===== config.mk =====
export PLATFORM = sky130hd
export DESIGN_NAME = alu_requester_flat
export DESIGN_NICKNAME = d
export VERILOG_FILES = /design/src/rtl/alu_pkg.sv /design/src/rtl/alu_requester_if.sv /design/src/rtl/alu_cmd_fifo.sv /design/src/rtl/alu_requester.sv /design/src/flat_wrapper.sv
export SDC_FILE = /design/constraint.sdc
export NUM_CORES = 1
export LEC_CHECK = 0
export CAP_MARGIN = 40
export CORE_MARGIN = 2
export CORE_UTILIZATION = 44
export DETAILED_ROUTE_END_ITERATION = 7
export PLACE_DENSITY_LB_ADDON = 0.25
export SKIP_CTS_REPAIR_TIMING = 1
export SLEW_MARGIN = 20
export SYNTH_ARGS = -nofsm -noshare
export SYNTH_HDL_FRONTEND = slang
export SYNTH_HIERARCHICAL = 1
export SYNTH_SLANG_ARGS = --single-unit

===== constraint.sdc =====
create_clock -name clk -period 2.9 [get_ports clk]
set_input_delay 0.725 -clock clk [delete_from_list [all_inputs] [get_ports clk]]
set_output_delay 0.725 -clock clk [all_outputs]
set_load 0.01 [all_outputs]

===== src/rtl/alu_pkg.sv =====
// Shared definitions for the ALU requester: opcodes, data width, command layout and FSM states.
package alu_pkg;

  localparam int DATA_W = 8;

  localparam logic [1:0] ALU_ADD = 2'b00;
  localparam logic [1:0] ALU_SUB = 2'b01;
  localparam logic [1:0] ALU_MUL = 2'b10;
  localparam logic [1:0] ALU_DIV = 2'b11;

  typedef struct packed {
    logic [1:0]        op;
    logic [DATA_W-1:0] a;
    logic [DATA_W-1:0] b;
  } cmd_t;

  localparam int CMD_W = $bits(cmd_t);

  typedef enum logic [1:0] {
    IDLE  = 2'd0,
    ISSUE = 2'd1,
    RESP  = 2'd2
  } state_t;

  function automatic logic is_div_zero(input cmd_t c);
    return (c.op == ALU_DIV) && (c.b == '0);
  endfunction

endpackage


===== src/rtl/alu_requester_if.sv =====
// Command, ALU-drive and response signals of the requester; master = requester, slave = its environment.
interface alu_requester_if;
  import alu_pkg::*;

  logic              cmd_valid;
  logic              cmd_ready;
  logic [1:0]        cmd_op;
  logic [DATA_W-1:0] cmd_a;
  logic [DATA_W-1:0] cmd_b;

  logic [1:0]        alu_op;
  logic [DATA_W-1:0] alu_a;
  logic [DATA_W-1:0] alu_b;
  logic [DATA_W-1:0] alu_out;

  logic              rsp_valid;
  logic              rsp_ready;
  logic [DATA_W-1:0] rsp_data;
  logic [1:0]        rsp_op;
  logic              rsp_err;

  logic              busy;

  modport master (
    input  cmd_valid, cmd_op, cmd_a, cmd_b, alu_out, rsp_ready,
    output cmd_ready, alu_op, alu_a, alu_b, rsp_valid, rsp_data, rsp_op, rsp_err, busy
  );

  modport slave (
    output cmd_valid, cmd_op, cmd_a, cmd_b, alu_out, rsp_ready,
    input  cmd_ready, alu_op, alu_a, alu_b, rsp_valid, rsp_data, rsp_op, rsp_err, busy
  );

endinterface


===== src/rtl/alu_cmd_fifo.sv =====
// Synchronous command FIFO, head visible combinationally whenever non-empty; push ignored when full.
// Zero-latency read of the head; a push in the same cycle as a pop still cannot exceed DEPTH entries.
module alu_cmd_fifo #(
  parameter int DEPTH = 4,
  parameter int WIDTH = 18
) (
  input  logic             clk,
  input  logic             rst,
  input  logic             push,
  input  logic [WIDTH-1:0] push_data,
  input  logic             pop,
  output logic [WIDTH-1:0] head,
  output logic             full,
  output logic             empty
);

  localparam int          AW       = $clog2(DEPTH);
  localparam logic [AW:0] FULL_CNT = (AW+1)'(DEPTH);

  logic [WIDTH-1:0] mem [DEPTH];
  logic [AW-1:0]    wr_ptr;
  logic [AW-1:0]    rd_ptr;
  logic [AW:0]      count;
  logic             do_push;
  logic             do_pop;

  // Full is judged on the registered count, so a same-cycle pop never frees a slot early.
  assign do_push = push && !full;
  assign do_pop  = pop && !empty;

  always_ff @(posedge clk or posedge rst) begin
    if (rst) begin
      wr_ptr <= '0;
      rd_ptr <= '0;
      count  <= '0;
    end else begin
      if (do_push) wr_ptr <= wr_ptr + 1'b1;
      if (do_pop)  rd_ptr <= rd_ptr + 1'b1;
      case ({do_push, do_pop})
        2'b10:   count <= count + 1'b1;
        2'b01:   count <= count - 1'b1;
        default: count <= count;
      endcase
    end
  end

  always_ff @(posedge clk) begin
    if (do_push) mem[wr_ptr] <= push_data;
  end

  assign head  = mem[rd_ptr];
  assign full  = (count == FULL_CNT);
  assign empty = (count == '0);

endmodule


===== src/rtl/alu_requester.sv =====
// Buffers commands, drives them to a combinational ALU for SETTLE cycles, returns results in order on rsp_*.
// cmd_ready = FIFO not full; rsp held until rsp_ready. `ALU_REQ_DIVZ_CHK_EN answers DIV-by-zero without issuing.
module alu_requester
  import alu_pkg::*;
#(
  parameter int DEPTH  = 4,
  parameter int SETTLE = 1
) (
  input logic            clk,
  input logic            rst,
  alu_requester_if.master bus
);

  localparam logic [3:0] SETTLE_LAST = 4'(SETTLE - 1);

  state_t            state_q;
  state_t            state_d;
  cmd_t              cmd_in;
  cmd_t              head;
  cmd_t              ops_q;
  logic              fifo_full;
  logic              fifo_empty;
  logic              push;
  logic              pop;
  logic              load_ops;
  logic              sample;
  logic              divz;
  logic              short_circuit;
  logic [3:0]        settle_q;
  logic [DATA_W-1:0] rsp_data_q;
  logic [1:0]        rsp_op_q;

  assign cmd_in = '{op: bus.cmd_op, a: bus.cmd_a, b: bus.cmd_b};
  assign push   = bus.cmd_valid && !fifo_full;

  alu_cmd_fifo #(
    .DEPTH (DEPTH),
    .WIDTH (CMD_W)
  ) u_fifo (
    .clk       (clk),
    .rst       (rst),
    .push      (push),
    .push_data (cmd_in),
    .pop       (pop),
    .head      (head),
    .full      (fifo_full),
    .empty     (fifo_empty)
  );

`ifdef ALU_REQ_DIVZ_CHK_EN
  assign short_circuit = is_div_zero(head);
`else
  assign short_circuit = 1'b0;
`endif

  always_ff @(posedge clk or posedge rst) begin
    if (rst) state_q <= IDLE;
    else     state_q <= state_d;
  end

  always_comb begin
    state_d  = state_q;
    pop      = 1'b0;
    load_ops = 1'b0;
    sample   = 1'b0;
    divz     = 1'b0;
    case (state_q)
      IDLE: begin
        if (!fifo_empty) pop = 1'b1;
      end
      ISSUE: begin
        if (settle_q == SETTLE_LAST) begin
          sample  = 1'b1;
          state_d = RESP;
        end
      end
      RESP: begin
        if (bus.rsp_ready) begin
          state_d = IDLE;
          if (!fifo_empty) pop = 1'b1;
        end
      end
      default: state_d = IDLE;
    endcase
    // A pop overrides the RESP->IDLE exit so back-to-back commands lose no cycle.
    if (pop) begin
      if (short_circuit) begin
        divz    = 1'b1;
        state_d = RESP;
      end else begin
        load_ops = 1'b1;
        state_d  = ISSUE;
      end
    end
  end

  always_ff @(posedge clk or posedge rst) begin
    if (rst) begin
      ops_q      <= '0;
      settle_q   <= '0;
      rsp_data_q <= '0;
      rsp_op_q   <= '0;
    end else begin
      if (load_ops) ops_q <= head;
      if (pop)                   settle_q <= '0;
      else if (state_q == ISSUE) settle_q <= settle_q + 1'b1;
      if (sample) begin
        rsp_data_q <= bus.alu_out;
        rsp_op_q   <= ops_q.op;
      end else if (divz) begin
        rsp_data_q <= '1;
        rsp_op_q   <= ALU_DIV;
      end
    end
  end

`ifdef ALU_REQ_DIVZ_CHK_EN
  logic rsp_err_q;

  always_ff @(posedge clk or posedge rst) begin
    if (rst)         rsp_err_q <= 1'b0;
    else if (sample) rsp_err_q <= 1'b0;
    else if (divz)   rsp_err_q <= 1'b1;
  end

  assign bus.rsp_err = rsp_err_q;
`else
  assign bus.rsp_err = 1'b0;
`endif

  assign bus.cmd_ready = !fifo_full;
  assign bus.alu_op    = ops_q.op;
  assign bus.alu_a     = ops_q.a;
  assign bus.alu_b     = ops_q.b;
  assign bus.rsp_valid = (state_q == RESP);
  assign bus.rsp_data  = rsp_data_q;
  assign bus.rsp_op    = rsp_op_q;
  assign bus.busy      = (state_q != IDLE) || !fifo_empty;

  property p_rsp_hold;
    @(posedge clk) disable iff (rst)
      (bus.rsp_valid && !bus.rsp_ready) |=>
        (bus.rsp_valid && $stable(bus.rsp_data) && $stable(bus.rsp_op));
  endproperty
  a_rsp_hold: assert property (p_rsp_hold);

endmodule


===== src/flat_wrapper.sv =====
// flat-port wrapper written by rule: the top's interface ports become plain ports
module alu_requester_flat import alu_pkg::*;
#(
  parameter int DEPTH  = 4,
  parameter int SETTLE = 1
)
  (clk, rst, bus_cmd_valid, bus_cmd_op, bus_cmd_a, bus_cmd_b, bus_alu_out, bus_rsp_ready, bus_cmd_ready, bus_alu_op, bus_alu_a, bus_alu_b, bus_rsp_valid, bus_rsp_data, bus_rsp_op, bus_rsp_err, bus_busy);
  alu_requester_if bus_i ();
  input logic clk;
  input logic rst;
  input wire logic [$bits(bus_i.cmd_valid)-1:0] bus_cmd_valid;
  input wire logic [$bits(bus_i.cmd_op)-1:0] bus_cmd_op;
  input wire logic [$bits(bus_i.cmd_a)-1:0] bus_cmd_a;
  input wire logic [$bits(bus_i.cmd_b)-1:0] bus_cmd_b;
  input wire logic [$bits(bus_i.alu_out)-1:0] bus_alu_out;
  input wire logic [$bits(bus_i.rsp_ready)-1:0] bus_rsp_ready;
  output wire logic [$bits(bus_i.cmd_ready)-1:0] bus_cmd_ready;
  output wire logic [$bits(bus_i.alu_op)-1:0] bus_alu_op;
  output wire logic [$bits(bus_i.alu_a)-1:0] bus_alu_a;
  output wire logic [$bits(bus_i.alu_b)-1:0] bus_alu_b;
  output wire logic [$bits(bus_i.rsp_valid)-1:0] bus_rsp_valid;
  output wire logic [$bits(bus_i.rsp_data)-1:0] bus_rsp_data;
  output wire logic [$bits(bus_i.rsp_op)-1:0] bus_rsp_op;
  output wire logic [$bits(bus_i.rsp_err)-1:0] bus_rsp_err;
  output wire logic [$bits(bus_i.busy)-1:0] bus_busy;
  assign bus_i.cmd_valid = bus_cmd_valid;
  assign bus_i.cmd_op = bus_cmd_op;
  assign bus_i.cmd_a = bus_cmd_a;
  assign bus_i.cmd_b = bus_cmd_b;
  assign bus_i.alu_out = bus_alu_out;
  assign bus_i.rsp_ready = bus_rsp_ready;
  assign bus_cmd_ready = bus_i.cmd_ready;
  assign bus_alu_op = bus_i.alu_op;
  assign bus_alu_a = bus_i.alu_a;
  assign bus_alu_b = bus_i.alu_b;
  assign bus_rsp_valid = bus_i.rsp_valid;
  assign bus_rsp_data = bus_i.rsp_data;
  assign bus_rsp_op = bus_i.rsp_op;
  assign bus_rsp_err = bus_i.rsp_err;
  assign bus_busy = bus_i.busy;
  alu_requester #(.DEPTH(DEPTH), .SETTLE(SETTLE)) u_core (.clk(clk), .rst(rst), .bus(bus_i));
endmodule

==> impl_results.html, run 1 <==
<table>
<tr><th>Metric</th><th>Value</th></tr>
<tr><th colspan="2">Outcome</th></tr>
<tr><td>Outcome</td><td>complete, no violations</td></tr>
<tr><th colspan="2">Routing</th></tr>
<tr><td>Average wire per cell in the routed design</td><td>17.3 µm</td></tr>
<tr><td>Sum of routed wire length over all layers</td><td>7.76 mm</td></tr>
<tr><td>Final ANT Viol Nets</td><td>0</td></tr>
<tr><td>DRT iter0 DRCs</td><td>108</td></tr>
<tr><td>Initial DRT Pass Iterations</td><td>6</td></tr>
<tr><td>Total vias in the final route</td><td>2259</td></tr>
<tr><td>Total DRC errors in the routed layout</td><td>0</td></tr>
<tr><td>Via density per instance</td><td>5.03</td></tr>
<tr><th colspan="2">Place</th></tr>
<tr><td>Cell total after placement</td><td>417</td></tr>
<tr><td>Quantity of I/O buffers inserted on ports</td><td>60</td></tr>
<tr><td>Detailed placer's ending HPWL</td><td>4.59 mm</td></tr>
<tr><td>Final weighted congestion in routability-driven placement</td><td>0.701</td></tr>
<tr><th colspan="2">Global routing</th></tr>
<tr><td>GRT Util Overall</td><td>0.156</td></tr>
<tr><td>Global-route wire length before repair</td><td>12.8 mm</td></tr>
<tr><td>Vias in the first global route</td><td>2378</td></tr>
<tr><td>Maximum number of pins on one net before global-route repair</td><td>35</td></tr>
<tr><td>Total grt overflow</td><td>0</td></tr>
<tr><td>Number of antenna violations at the first check in global routing</td><td>0</td></tr>
<tr><th colspan="2">Layout</th></tr>
<tr><td>Final instance count without filler cells</td><td>449</td></tr>
<tr><td>Final Net Count</td><td>341</td></tr>
<tr><td>Combined area of the multi-input logic cells</td><td>1190 µm²</td></tr>
<tr><td>Filler cell count in the final layout</td><td>765</td></tr>
<tr><td>Diode insertion count for antenna repair</td><td>0</td></tr>
<tr><td>Proportion of layout cells with a drive suffix above 1</td><td>0.294</td></tr>
<tr><td>Synth-to-layout area growth</td><td>29.3%</td></tr>
<tr><td>Storage cell area</td><td>3190 µm²</td></tr>
<tr><th colspan="2">Synthesis</th></tr>
<tr><td>Post-synthesis sequential area ratio</td><td>0.710</td></tr>
<tr><td>Largest cells by area after synthesis</td><td>edfxtp_1 (48%), dfrtp_1 (23%), mux4_2 (9.0%)</td></tr>
<tr><td>Cell area after synthesis</td><td>4490 µm²</td></tr>
<tr><td>Flop and latch count out of synthesis</td><td>113</td></tr>
<tr><td>Post-synthesis cell type with the largest combined area</td><td>edfxtp_1</td></tr>
<tr><td>Net count of the mapped netlist</td><td>266</td></tr>
<tr><td>Mean instance size in the synthesized netlist</td><td>19.7 µm²</td></tr>
<tr><td>Yosys synthesis warning count</td><td>6</td></tr>
<tr><td>Count of unique library cells instantiated by Yosys</td><td>34</td></tr>
<tr><td>Instance count of the mapped netlist</td><td>228</td></tr>
<tr><td>Area share of the leading cell type in the synthesized netlist</td><td>0.482</td></tr>
<tr><th colspan="2">Floorplanning</th></tr>
<tr><td>Die Area</td><td>11000 µm²</td></tr>
<tr><td>Die H</td><td>105 µm</td></tr>
<tr><td>Ports</td><td>62</td></tr>
<tr><td>Std cell rows</td><td>36</td></tr>
<tr><td>Effective utilization at floorplan</td><td>0.457</td></tr>
<tr><td>Die W</td><td>105 µm</td></tr>
<tr><td>Standard cell core area</td><td>9820 µm²</td></tr>
<tr><th colspan="2">Setup path</th></tr>
<tr><td>Highest-delay cell along the critical path</td><td>clkdlybuf4s50_1</td></tr>
<tr><td>Stage delay of the slowest cell on the critical path</td><td>0.48 ns</td></tr>
<tr><td>Worst-path cell chain</td><td>nor3_2 &gt; nand2_1 &gt; clkdlybuf4s50_1</td></tr>
<tr><td>Highest net fanout along the worst path</td><td>5</td></tr>
<tr><td>Endpoint arrival time on the critical path</td><td>1.90 ns</td></tr>
<tr><td>Critical path buffers and inverters</td><td>1</td></tr>
<tr><td>CP Capture Type</td><td>output pin</td></tr>
<tr><td>Crit path launch type</td><td>flip-flop</td></tr>
<tr><td>Worst setup path class</td><td>reg -&gt; out</td></tr>
<tr><td>Family with the most delay on the worst path</td><td>buffers and inverters</td></tr>
<tr><td>Critical path required time</td><td>2.17 ns</td></tr>
<tr><th colspan="2">Clock tree</th></tr>
<tr><td>TritonCTS clock tree</td><td>built</td></tr>
<tr><td>CTS sink cnt</td><td>113</td></tr>
<tr><td>Clock-pin slew on the worst setup and hold paths</td><td>0.06 ns</td></tr>
<tr><td>Clock latency at the later pin of the worst-skew pair</td><td>0.50 ns</td></tr>
<tr><td>Number of buffers inserted during clock tree synthesis</td><td>17</td></tr>
<tr><td>Buffer cell driving the clock tree root</td><td>clkbuf_8</td></tr>
<tr><td>Number of buffers on the longest clock path</td><td>2</td></tr>
<tr><td>CTS H-tree lvls</td><td>4</td></tr>
<tr><th colspan="2">Min path</th></tr>
<tr><td>Hold WC Path Type</td><td>reg -&gt; reg</td></tr>
<tr><th colspan="2">Run</th></tr>
<tr><td>Maximum capacitance violations</td><td>0</td></tr>
<tr><th colspan="2">Timing</th></tr>
<tr><td>RSZ-0062 raised after global routing</td><td>false</td></tr>
<tr><td>Clock Skew</td><td>0.00589 ns</td></tr>
<tr><td>Final critical path time including I/O delays and setup</td><td>2.63 ns</td></tr>
<tr><td>Tcrit/Tclk final</td><td>0.905</td></tr>
<tr><td>Number of setup violations in the final report</td><td>0</td></tr>
<tr><td>Maximum achievable frequency</td><td>381 MHz</td></tr>
<tr><td>Actual transition at the worst max-transition pin</td><td>0.550 ns</td></tr>
<tr><td>Total count of hold-check failures in the final report</td><td>0</td></tr>
<tr><td>Tightest slew margin relative to the limit</td><td>0.634</td></tr>
<tr><td>Total negative slack for setup checks</td><td>0 ns</td></tr>
<tr><td>Number of pins exceeding their max-slew limit in the final report</td><td>0</td></tr>
<tr><th colspan="2">Pwr</th></tr>
<tr><td>Peak supply drop</td><td>0.613 mV</td></tr>
<tr><td>Static leakage</td><td>0.00221 µW</td></tr>
<tr><td>Pwr dens</td><td>1160 nW/µm²</td></tr>
</table>
## cells in the final DEF (no fill, tap or decap), types with 2 or more instances in the layout
cell type	synthesis	routed
ha_1	7	7
nor2_1	5	5
clkdlybuf4s50_1	0	60
mux2i_1	3	3
mux2_4	10	10
mux2_2	19	19
inv_1	13	13
nand2_1	2	2
mux4_2	18	18
clkbuf_16	0	16
clkinv_2	0	4
and2_2	4	4
edfxtp_1	72	72
xor2_1	4	4
dfrtp_1	41	41
bufinv_16	0	3
clkinv_4	0	4
buf_4	4	4
xnor2_1	4	4
## routing by layer
layer	part of all wire	track usage
met5	0	0
met4	0.013	0.0657
met3	0.047	0.0468
met2	0.48	0.240
met1	0.46	0.207
## area by class of cell
cell class	instances	share of cell area
clock buffers	18	0.0720
clock inverters	14	0.0284
inverters	13	0.00841
multi-input cells	94	0.205
flip-flops and latches	113	0.549
well taps	133	0.0287
repair buffers	64	0.109
## per-stage QoR
stage	hold slack [ns]	utilization	worst slack [ns]	power, µW	cell area (µm²)
final	0.505	0.591	0.274	6740	5810
after global routing	0.515	0.591	0.164	7120	5810
after CTS	0.504	0.591	0.0683	6830	5800
after detailed placement	0.492	0.531	0.0190	4780	5220
after global placement	0.488	0.531	0.0971	4730	5220
after floorplan	0.466	-	0.388	4010	4490
## power by group
part	total, µW	internal, µW	switching, µW
Clock	2010	1300	711
Sequential	2480	2250	235
Combinational	2240	1280	965
Total	6740	4830	1910
## Yosys cell counts (all sizes together)
cell type	number
mux2i	3
inv	13
nand3b	1
conb	1
edfxtp	72
nor2	5
buf	8
nor2b	2
nand2	3
ha	7
nor3b	2
xnor2	4
o21bai	1
o31a	1
fa	1
mux2	29
xor2	4
nand4	1
dfrtp	41
and2	4
nor3	2
and2b	2
o21ai	1
mux4	18
o31ai	1
nand2b	1
## sequential cells by signal, indices dropped and copies added, names as in the netlist
name and count:
u_core/u_fifo/mem 72, u_core/bus.alu_a 8, u_core/bus.alu_b 8, u_core/bus.rsp_data 8, u_core/settle_q 4, u_core/u_fifo/count 3, u_core/bus.alu_op 2, u_core/bus.rsp_op 2
u_core/state_q 2, u_core/u_fifo/rd_ptr 2, u_core/u_fifo/wr_ptr 2
## logic make-up (layout without fill, tap and decap cells)
logic type                 count (synthesis)  count (layout)  synth area share
DFF                                      113             113             0.710
muxes                                     50              50             0.178
and+or+nand+nor                           23              23            0.0385
buffers and inverters                     21             109            0.0262
adders and majority gates                  8               8            0.0240
xor gates and xnor gates                   8               8            0.0156
AOI/OAI and AO/OA                          4               4           0.00669
other                                      1               1          0.000835
## worst reg2reg max path: cells and delay by family, from the launching register on
family        cells  cell delay (ns)
buf+inv           2             0.13
flops             1             0.46
simple gates      4             0.66
fa+ha+maj         2             0.56
xor+xnor          2             0.32
## final timing paths
| kind | cells past startpoint | to | start | slack [ns] |
|---|---|---|---|---|
| worst max-delay path | 3 | bus_busy | u_core/u_fifo/count[0] | 0.27 |
| worst min-delay path | 1 | u_core/bus.alu_a[1] | u_core/bus.alu_a[1] | 0.50 |
| worst max register to register | 10 | u_core/u_fifo/count[2] | u_core/u_fifo/count[0] | 0.69 |
| worst min register to register | 1 | u_core/bus.alu_a[1] | u_core/bus.alu_a[1] | 0.50 |
| max in group asynchronous | 3 | u_core/bus.alu_a[1] | rst | 1.87 |
| min in group asynchronous | 2 | u_core/u_fifo/count[2] | rst | 0.51 |
(Power assumes the default switching activity.)
==> run 2: changes to the inputs <==
==> constraint.sdc (replaced) <==
create_clock -name clk -period 2.29 [get_ports clk]
set_input_delay 0.5725 -clock clk [delete_from_list [all_inputs] [get_ports clk]]
set_output_delay 0.5725 -clock clk [all_outputs]
set_load 0.01 [all_outputs]
==> run 2 against run 1 <==
  * Non-clock buffer count up 14
  * Total power up 29%
  * Utilization up 1.9 points
  * Cell count up 3.1%
  * Hold slack worse by 0.17 ns
  * First-iteration DRC count up 7.4%
  * Critical path type unchanged
  * Critical endpoint is now bus_rsp_valid
  * Largest power group is now combinational logic
==> impl_results.html, run 2 (same netlist as run 1, synthesis figures left out) <==
<table>
<tr><th>Metric</th><th>Value</th></tr>
<tr><th colspan="2">Outcome</th></tr>
<tr><td>Outcome</td><td>complete, no violations</td></tr>
<tr><th colspan="2">Routing</th></tr>
<tr><td>Sum of routed wire length over all layers</td><td>7.79 mm</td></tr>
<tr><td>WL met1</td><td>3.41 mm</td></tr>
<tr><td>Via density per instance</td><td>4.88</td></tr>
<tr><td>Total DRC errors in the routed layout</td><td>0</td></tr>
<tr><td>Average wire per cell in the routed design</td><td>16.8 µm</td></tr>
<tr><td>Initial DRT Pass Iterations</td><td>5</td></tr>
<tr><td>Total vias in the final route</td><td>2258</td></tr>
<tr><td>Final ANT Viol Nets</td><td>0</td></tr>
<tr><td>Wire length on met2</td><td>3.97 mm</td></tr>
<tr><td>Top metal layer carrying routed signals</td><td>met4</td></tr>
<tr><td>Met3 WL</td><td>337 µm</td></tr>
<tr><td>DRT iter0 DRCs</td><td>116</td></tr>
<tr><th colspan="2">Place</th></tr>
<tr><td>Post-detailed-placement cell area</td><td>5410 µm²</td></tr>
<tr><td>Final weighted congestion in routability-driven placement</td><td>0.676</td></tr>
<tr><td>Detailed placer's ending HPWL</td><td>4.91 mm</td></tr>
<tr><td>Cell total after placement</td><td>429</td></tr>
<tr><td>Quantity of I/O buffers inserted on ports</td><td>60</td></tr>
<tr><th colspan="2">Clock tree</th></tr>
<tr><td>Number of buffers inserted during clock tree synthesis</td><td>17</td></tr>
<tr><td>Clock latency at the later pin of the worst-skew pair</td><td>0.51 ns</td></tr>
<tr><td>TritonCTS clock tree</td><td>built</td></tr>
<tr><td>Number of buffers on the longest clock path</td><td>2</td></tr>
<tr><td>Buffer cell driving the clock tree root</td><td>clkbuf_8</td></tr>
<tr><td>Clock-pin slew on the worst setup and hold paths</td><td>0.05 ns</td></tr>
<tr><td>CTS H-tree lvls</td><td>4</td></tr>
<tr><td>CTS sink cnt</td><td>113</td></tr>
<tr><th colspan="2">Setup path</th></tr>
<tr><td>Endpoint arrival time on the critical path</td><td>1.61 ns</td></tr>
<tr><td>Cell depth of the worst setup path</td><td>3</td></tr>
<tr><td>Crit path launch type</td><td>flip-flop</td></tr>
<tr><td>Highest net fanout along the worst path</td><td>2</td></tr>
<tr><td>R2R Path End</td><td>u_core/u_fifo/count[2]</td></tr>
<tr><td>Termination of the worst setup path</td><td>bus_rsp_valid</td></tr>
<tr><td>CP startpoint</td><td>u_core/state_q[0]</td></tr>
<tr><td>Family with the most delay on the worst path</td><td>buffers and inverters</td></tr>
<tr><td>Highest-delay cell along the critical path</td><td>clkdlybuf4s50_1</td></tr>
<tr><td>Depth of the worst register-to-register path</td><td>11</td></tr>
<tr><td>Worst setup path class</td><td>reg -&gt; out</td></tr>
<tr><td>Stage delay of the slowest cell on the critical path</td><td>0.52 ns</td></tr>
<tr><td>RR Startpoint</td><td>u_core/u_fifo/count[0]</td></tr>
<tr><td>CP Capture Type</td><td>output pin</td></tr>
<tr><td>Critical path buffers and inverters</td><td>2</td></tr>
<tr><td>Critical path required time</td><td>1.72 ns</td></tr>
<tr><td>Register-to-register path setup slack</td><td>0.22 ns</td></tr>
<tr><td>Worst-path cell chain</td><td>nand2b_1 &gt; inv_1 &gt; clkdlybuf4s50_1</td></tr>
<tr><th colspan="2">Run</th></tr>
<tr><td>Maximum capacitance violations</td><td>0</td></tr>
<tr><th colspan="2">Pwr</th></tr>
<tr><td>Pwr dens</td><td>1450 nW/µm²</td></tr>
<tr><td>Internal power consumption</td><td>6250 µW</td></tr>
<tr><td>Sequential share of power</td><td>0.361</td></tr>
<tr><td>Static leakage</td><td>0.00229 µW</td></tr>
<tr><td>Fraction of power consumed by the clock network</td><td>0.277</td></tr>
<tr><td>Peak supply drop</td><td>0.647 mV</td></tr>
<tr><td>Part of the power in combinational logic</td><td>0.362</td></tr>
<tr><td>Net switching power</td><td>2420 µW</td></tr>
<tr><td>Net switching fraction of the power</td><td>0.279</td></tr>
<tr><th colspan="2">Floorplanning</th></tr>
<tr><td>Ports</td><td>62</td></tr>
<tr><td>Std cell rows</td><td>36</td></tr>
<tr><td>Effective utilization at floorplan</td><td>0.457</td></tr>
<tr><td>Die Area</td><td>11000 µm²</td></tr>
<tr><td>Die H</td><td>105 µm</td></tr>
<tr><td>Die W</td><td>105 µm</td></tr>
<tr><td>Standard cell core area</td><td>9820 µm²</td></tr>
<tr><th colspan="2">Layout</th></tr>
<tr><td>Synth-to-layout area growth</td><td>33.4%</td></tr>
<tr><td>Cell area after layout</td><td>5990 µm²</td></tr>
<tr><td>Register name with the most flops</td><td>u_core/u_fifo/mem</td></tr>
<tr><td>Final instance count without filler cells</td><td>463</td></tr>
<tr><td>Proportion of layout cells with a drive suffix above 1</td><td>0.339</td></tr>
<tr><td>Final Net Count</td><td>355</td></tr>
<tr><td>Largest register FFs</td><td>72</td></tr>
<tr><td>Highest-count cells in the layout ignoring fill and taps</td><td>edfxtp_1 (72), clkdlybuf4s50_1 (58), dfrtp_1 (37)</td></tr>
<tr><td>Diode insertion count for antenna repair</td><td>0</td></tr>
<tr><td>Utilization after layout</td><td>0.610</td></tr>
<tr><td>Commonest non-fill, non-tap cell in the layout</td><td>edfxtp_1</td></tr>
<tr><th colspan="2">Timing</th></tr>
<tr><td>Final-layout worst hold slack</td><td>0.340 ns</td></tr>
<tr><td>Number of pins exceeding their max-slew limit in the final report</td><td>0</td></tr>
<tr><td>Maximum achievable frequency</td><td>458 MHz</td></tr>
<tr><td>Final critical path time including I/O delays and setup</td><td>2.18 ns</td></tr>
<tr><td>Tcrit/Tclk final</td><td>0.953</td></tr>
<tr><td>RSZ-0062 raised after global routing</td><td>false</td></tr>
<tr><td>Number of setup violations in the final report</td><td>0</td></tr>
<tr><td>Clock Skew</td><td>0.0123 ns</td></tr>
<tr><td>Total count of hold-check failures in the final report</td><td>0</td></tr>
<tr><th colspan="2">Min path</th></tr>
<tr><td>Hold WC Path Type</td><td>in -&gt; async</td></tr>
<tr><th colspan="2">Global routing</th></tr>
<tr><td>Vias in the first global route</td><td>2353</td></tr>
<tr><td>GRT Util Overall</td><td>0.156</td></tr>
<tr><td>Total grt overflow</td><td>0</td></tr>
<tr><td>Number of antenna violations at the first check in global routing</td><td>0</td></tr>
<tr><td>Global-route wire length before repair</td><td>12.3 mm</td></tr>
<tr><td>Maximum number of pins on one net before global-route repair</td><td>35</td></tr>
</table>
[run 2: final cells by class]
cell class | instances | area, µm²
inverters | 13 | 48.8
repair buffers | 78 | 816
clock buffers | 20 | 435
clock inverters | 12 | 118
multi-input cells | 94 | 1210
flip-flops and latches | 113 | 3190
well taps | 133 | 166
fillers | 772 | 3830
[run 2: per-stage QoR]
| step | setup TNS (ns) | total power (µW) | worst slack [ns] |
|---|---|---|---|
| after floorplan | -0.0493 | 5120 | -0.0493 |
| after global placement | -1.52 | 6240 | -0.336 |
| after detailed placement | -1.51 | 6320 | -0.349 |
| after CTS | -0.363 | 8760 | -0.184 |
| after global routing | 0 | 9130 | 0.00961 |
| final | 0 | 8670 | 0.108 |
[run 2: worst min-delay path by stage]
stage / slack (ns) / start / end
final: 0.34 / rst / u_core/u_fifo/count[1]
after detailed placement: 0.50 / u_core/bus.alu_b[5] / u_core/bus.alu_b[5]
after global routing: 0.37 / rst / u_core/u_fifo/count[1]
after floorplan: 0.38 / rst / u_core/u_fifo/count[0]
after CTS: 0.33 / rst / u_core/u_fifo/count[1]
after global placement: 0.49 / u_core/bus.rsp_data[2] / u_core/bus.rsp_data[2]
[run 2: power groups by stage]
stage / sequential [µW] / combinational, µW / clock [µW]
final: 3130 / 3140 / 2400
after global routing: 3200 / 3380 / 2550
after CTS: 3160 / 3140 / 2450
after detailed placement: 3190 / 3130 / 0
after global placement: 3160 / 3080 / 0
after floorplan: 3250 / 1880 / 0
[run 2: routing by layer]
metal / vias up / GRT usage
met3: 6 / 0.0505
li1: 1035 / -
met5: - / 0
met4: 0 / 0.0886
met1: 1153 / 0.182
met2: 64 / 0.254
==> run 3: changes to the inputs <==
--- a/config.mk
+++ b/config.mk
@@ -8,10 +8,9 @@
 export CAP_MARGIN = 40
 export CORE_MARGIN = 2
 export CORE_UTILIZATION = 44
+export CTS_CLUSTER_DIAMETER = 100
 export DETAILED_ROUTE_END_ITERATION = 7
 export PLACE_DENSITY_LB_ADDON = 0.25
-export SKIP_CTS_REPAIR_TIMING = 1
-export SLEW_MARGIN = 20
 export SYNTH_ARGS = -nofsm -noshare
 export SYNTH_HDL_FRONTEND = slang
 export SYNTH_HIERARCHICAL = 1
==> run 3 against run 2 <==
  * Combinational power about the same
  * Design area up 0.23%
  * Cell count up 0.65%
  * Clock skew about the same
  * Clock-buffer cell count unchanged
  * Sequential cell count unchanged
==> impl_results.html, run 3 (same netlist as run 1, synthesis figures left out) <==
<table>
<tr><th>Metric</th><th>Value</th></tr>
<tr><th colspan="2">Floorplanning</th></tr>
<tr><td>Die H</td><td>105 µm</td></tr>
<tr><td>Std cell rows</td><td>36</td></tr>
<tr><td>Effective utilization at floorplan</td><td>0.457</td></tr>
<tr><td>Die Area</td><td>11000 µm²</td></tr>
<tr><td>Standard cell core area</td><td>9820 µm²</td></tr>
<tr><td>Die W</td><td>105 µm</td></tr>
<tr><td>Ports</td><td>62</td></tr>
<tr><th colspan="2">Clock tree</th></tr>
<tr><td>Number of buffers on the longest clock path</td><td>2</td></tr>
<tr><td>Number of buffers inserted during clock tree synthesis</td><td>17</td></tr>
<tr><td>Buffer cell driving the clock tree root</td><td>clkbuf_8</td></tr>
<tr><td>TritonCTS clock tree</td><td>built</td></tr>
<tr><td>Clock-pin slew on the worst setup and hold paths</td><td>0.05 ns</td></tr>
<tr><td>CTS H-tree lvls</td><td>4</td></tr>
<tr><td>Clock latency at the later pin of the worst-skew pair</td><td>0.51 ns</td></tr>
<tr><td>CTS sink cnt</td><td>113</td></tr>
<tr><th colspan="2">Layout</th></tr>
<tr><td>Diode insertion count for antenna repair</td><td>0</td></tr>
<tr><td>Proportion of layout cells with a drive suffix above 1</td><td>0.342</td></tr>
<tr><td>Largest register FFs</td><td>72</td></tr>
<tr><td>Synth-to-layout area growth</td><td>33.7%</td></tr>
<tr><td>Register name with the most flops</td><td>u_core/u_fifo/mem</td></tr>
<tr><td>Final Net Count</td><td>358</td></tr>
<tr><td>Filler cell count in the final layout</td><td>767</td></tr>
<tr><td>Commonest non-fill, non-tap cell in the layout</td><td>edfxtp_1</td></tr>
<tr><td>Final instance count without filler cells</td><td>466</td></tr>
<tr><td>Highest-count cells in the layout ignoring fill and taps</td><td>edfxtp_1 (72), clkdlybuf4s50_1 (58), dfrtp_1 (38)</td></tr>
<tr><td>Storage cell area</td><td>3190 µm²</td></tr>
<tr><td>Combined area of the multi-input logic cells</td><td>1210 µm²</td></tr>
<tr><td>Cell area after layout</td><td>6000 µm²</td></tr>
<tr><th colspan="2">Place</th></tr>
<tr><td>Post-detailed-placement cell area</td><td>5410 µm²</td></tr>
<tr><td>Final weighted congestion in routability-driven placement</td><td>0.676</td></tr>
<tr><td>Worst-case setup slack after placement</td><td>-0.349 ns</td></tr>
<tr><td>Detailed placer's ending HPWL</td><td>4.91 mm</td></tr>
<tr><td>Quantity of I/O buffers inserted on ports</td><td>60</td></tr>
<tr><td>Cell total after placement</td><td>429</td></tr>
<tr><th colspan="2">Routing</th></tr>
<tr><td>Average wire per cell in the routed design</td><td>16.7 µm</td></tr>
<tr><td>Final ANT Viol Nets</td><td>0</td></tr>
<tr><td>Via density per instance</td><td>4.91</td></tr>
<tr><td>DRT iter0 DRCs</td><td>91</td></tr>
<tr><td>Initial DRT Pass Iterations</td><td>4</td></tr>
<tr><td>Sum of routed wire length over all layers</td><td>7.80 mm</td></tr>
<tr><td>Total vias in the final route</td><td>2289</td></tr>
<tr><td>Total DRC errors in the routed layout</td><td>0</td></tr>
<tr><th colspan="2">Timing</th></tr>
<tr><td>Total count of hold-check failures in the final report</td><td>0</td></tr>
<tr><td>Final-layout worst hold slack</td><td>0.342 ns</td></tr>
<tr><td>Final critical path time including I/O delays and setup</td><td>2.18 ns</td></tr>
<tr><td>Clock Skew</td><td>0.0121 ns</td></tr>
<tr><td>Maximum achievable frequency</td><td>458 MHz</td></tr>
<tr><td>Number of pins exceeding their max-slew limit in the final report</td><td>0</td></tr>
<tr><td>Number of setup violations in the final report</td><td>0</td></tr>
<tr><td>Tcrit/Tclk final</td><td>0.954</td></tr>
<tr><td>RSZ-0062 raised after global routing</td><td>false</td></tr>
<tr><td>Final worst-path setup slack</td><td>0.106 ns</td></tr>
<tr><th colspan="2">Min path</th></tr>
<tr><td>Hold WC Path Type</td><td>in -&gt; async</td></tr>
<tr><th colspan="2">Setup path</th></tr>
<tr><td>CP Capture Type</td><td>output pin</td></tr>
<tr><td>Endpoint arrival time on the critical path</td><td>1.61 ns</td></tr>
<tr><td>Crit path launch type</td><td>flip-flop</td></tr>
<tr><td>RR Startpoint</td><td>u_core/u_fifo/count[0]</td></tr>
<tr><td>Critical path required time</td><td>1.72 ns</td></tr>
<tr><td>Worst setup path class</td><td>reg -&gt; out</td></tr>
<tr><td>Highest net fanout along the worst path</td><td>2</td></tr>
<tr><td>CP startpoint</td><td>u_core/state_q[0]</td></tr>
<tr><th colspan="2">Run</th></tr>
<tr><td>Maximum capacitance violations</td><td>0</td></tr>
<tr><th colspan="2">Pwr</th></tr>
<tr><td>Static leakage</td><td>0.00230 µW</td></tr>
<tr><td>Power Total</td><td>8700 µW</td></tr>
<tr><td>Pwr dens</td><td>1450 nW/µm²</td></tr>
<tr><td>Peak supply drop</td><td>0.647 mV</td></tr>
<tr><th colspan="2">Global routing</th></tr>
<tr><td>Vias in the first global route</td><td>2379</td></tr>
<tr><td>GRT Util Overall</td><td>0.157</td></tr>
<tr><td>Number of antenna violations at the first check in global routing</td><td>0</td></tr>
<tr><td>Total grt overflow</td><td>0</td></tr>
<tr><td>Maximum number of pins on one net before global-route repair</td><td>35</td></tr>
<tr><td>Global-route wire length before repair</td><td>12.4 mm</td></tr>
<tr><th colspan="2">Outcome</th></tr>
<tr><td>Outcome</td><td>complete, no violations</td></tr>
</table>
[run 3: cell count changes in the layout (fill, tap and decap cells not counted)]
cell	before	now
buf_4	12	15
dfrtp_1	37	38
dfrtp_2	4	3
dlygate4sd2_1	0	2
dlymetal6s2s_1	2	0
[run 3: path summary, 6_finish.rpt]
kind                                                to  slack, ns  cells past startpoint
worst max-delay path                     bus_rsp_valid       0.11                      3
worst min-delay path            u_core/u_fifo/count[1]       0.34                      2
worst max register to register  u_core/u_fifo/count[2]       0.23                     11
worst min register to register     u_core/bus.alu_b[5]       0.50                      1
max in group asynchronous            u_core/state_q[0]       1.41                      3
min in group clk                   u_core/bus.alu_b[5]       0.50                      1
[run 3: metrics by stage]
stage                     TNS [ns]  utilization
after floorplan            -0.0493            -
after global placement       -1.52        0.550
after detailed placement     -1.51        0.550
after CTS                        0        0.611
after global routing             0        0.611
final                            0        0.611
[run 3: area by class of cell]
type                       instances  area share
clock inverter                    12      0.0196
tap                              133      0.0277
sequential                       113       0.532
timing repair buffer              81       0.138
clock buffer                      20      0.0725
multi-input combinational         94       0.202
inverter                          13     0.00813
[run 3: report_power, final]
part           switching [µW]  leakage (µW)  total, µW  internal [µW]
Sequential                282       0.00114       3130           2850
Clock                     843      0.000272       2400           1560
Combinational            1310      0.000889       3170           1870
[run 3: per-layer routing]
metal	global-route usage	part of all wire
met4	0.0886	0.0091
met5	0	0
met2	0.256	0.51
met1	0.182	0.43
met3	0.0505	0.046
[run 3: timing repair]
| action | 4_1_cts | 5_1_grt |
|---|---|---|
| resized for setup | 5 | 1 |
| setup buffers | 5 | 0 |
| setup endpoints to repair | 3 | 1 |
| hold buffers | 0 | 0 |
[run 3: critical path: stages (launching register included)]
cell and delay [ns]:
dfrtp_2 0.39, nand2b_1 0.15, inv_1 0.05, clkdlybuf4s50_1 0.52
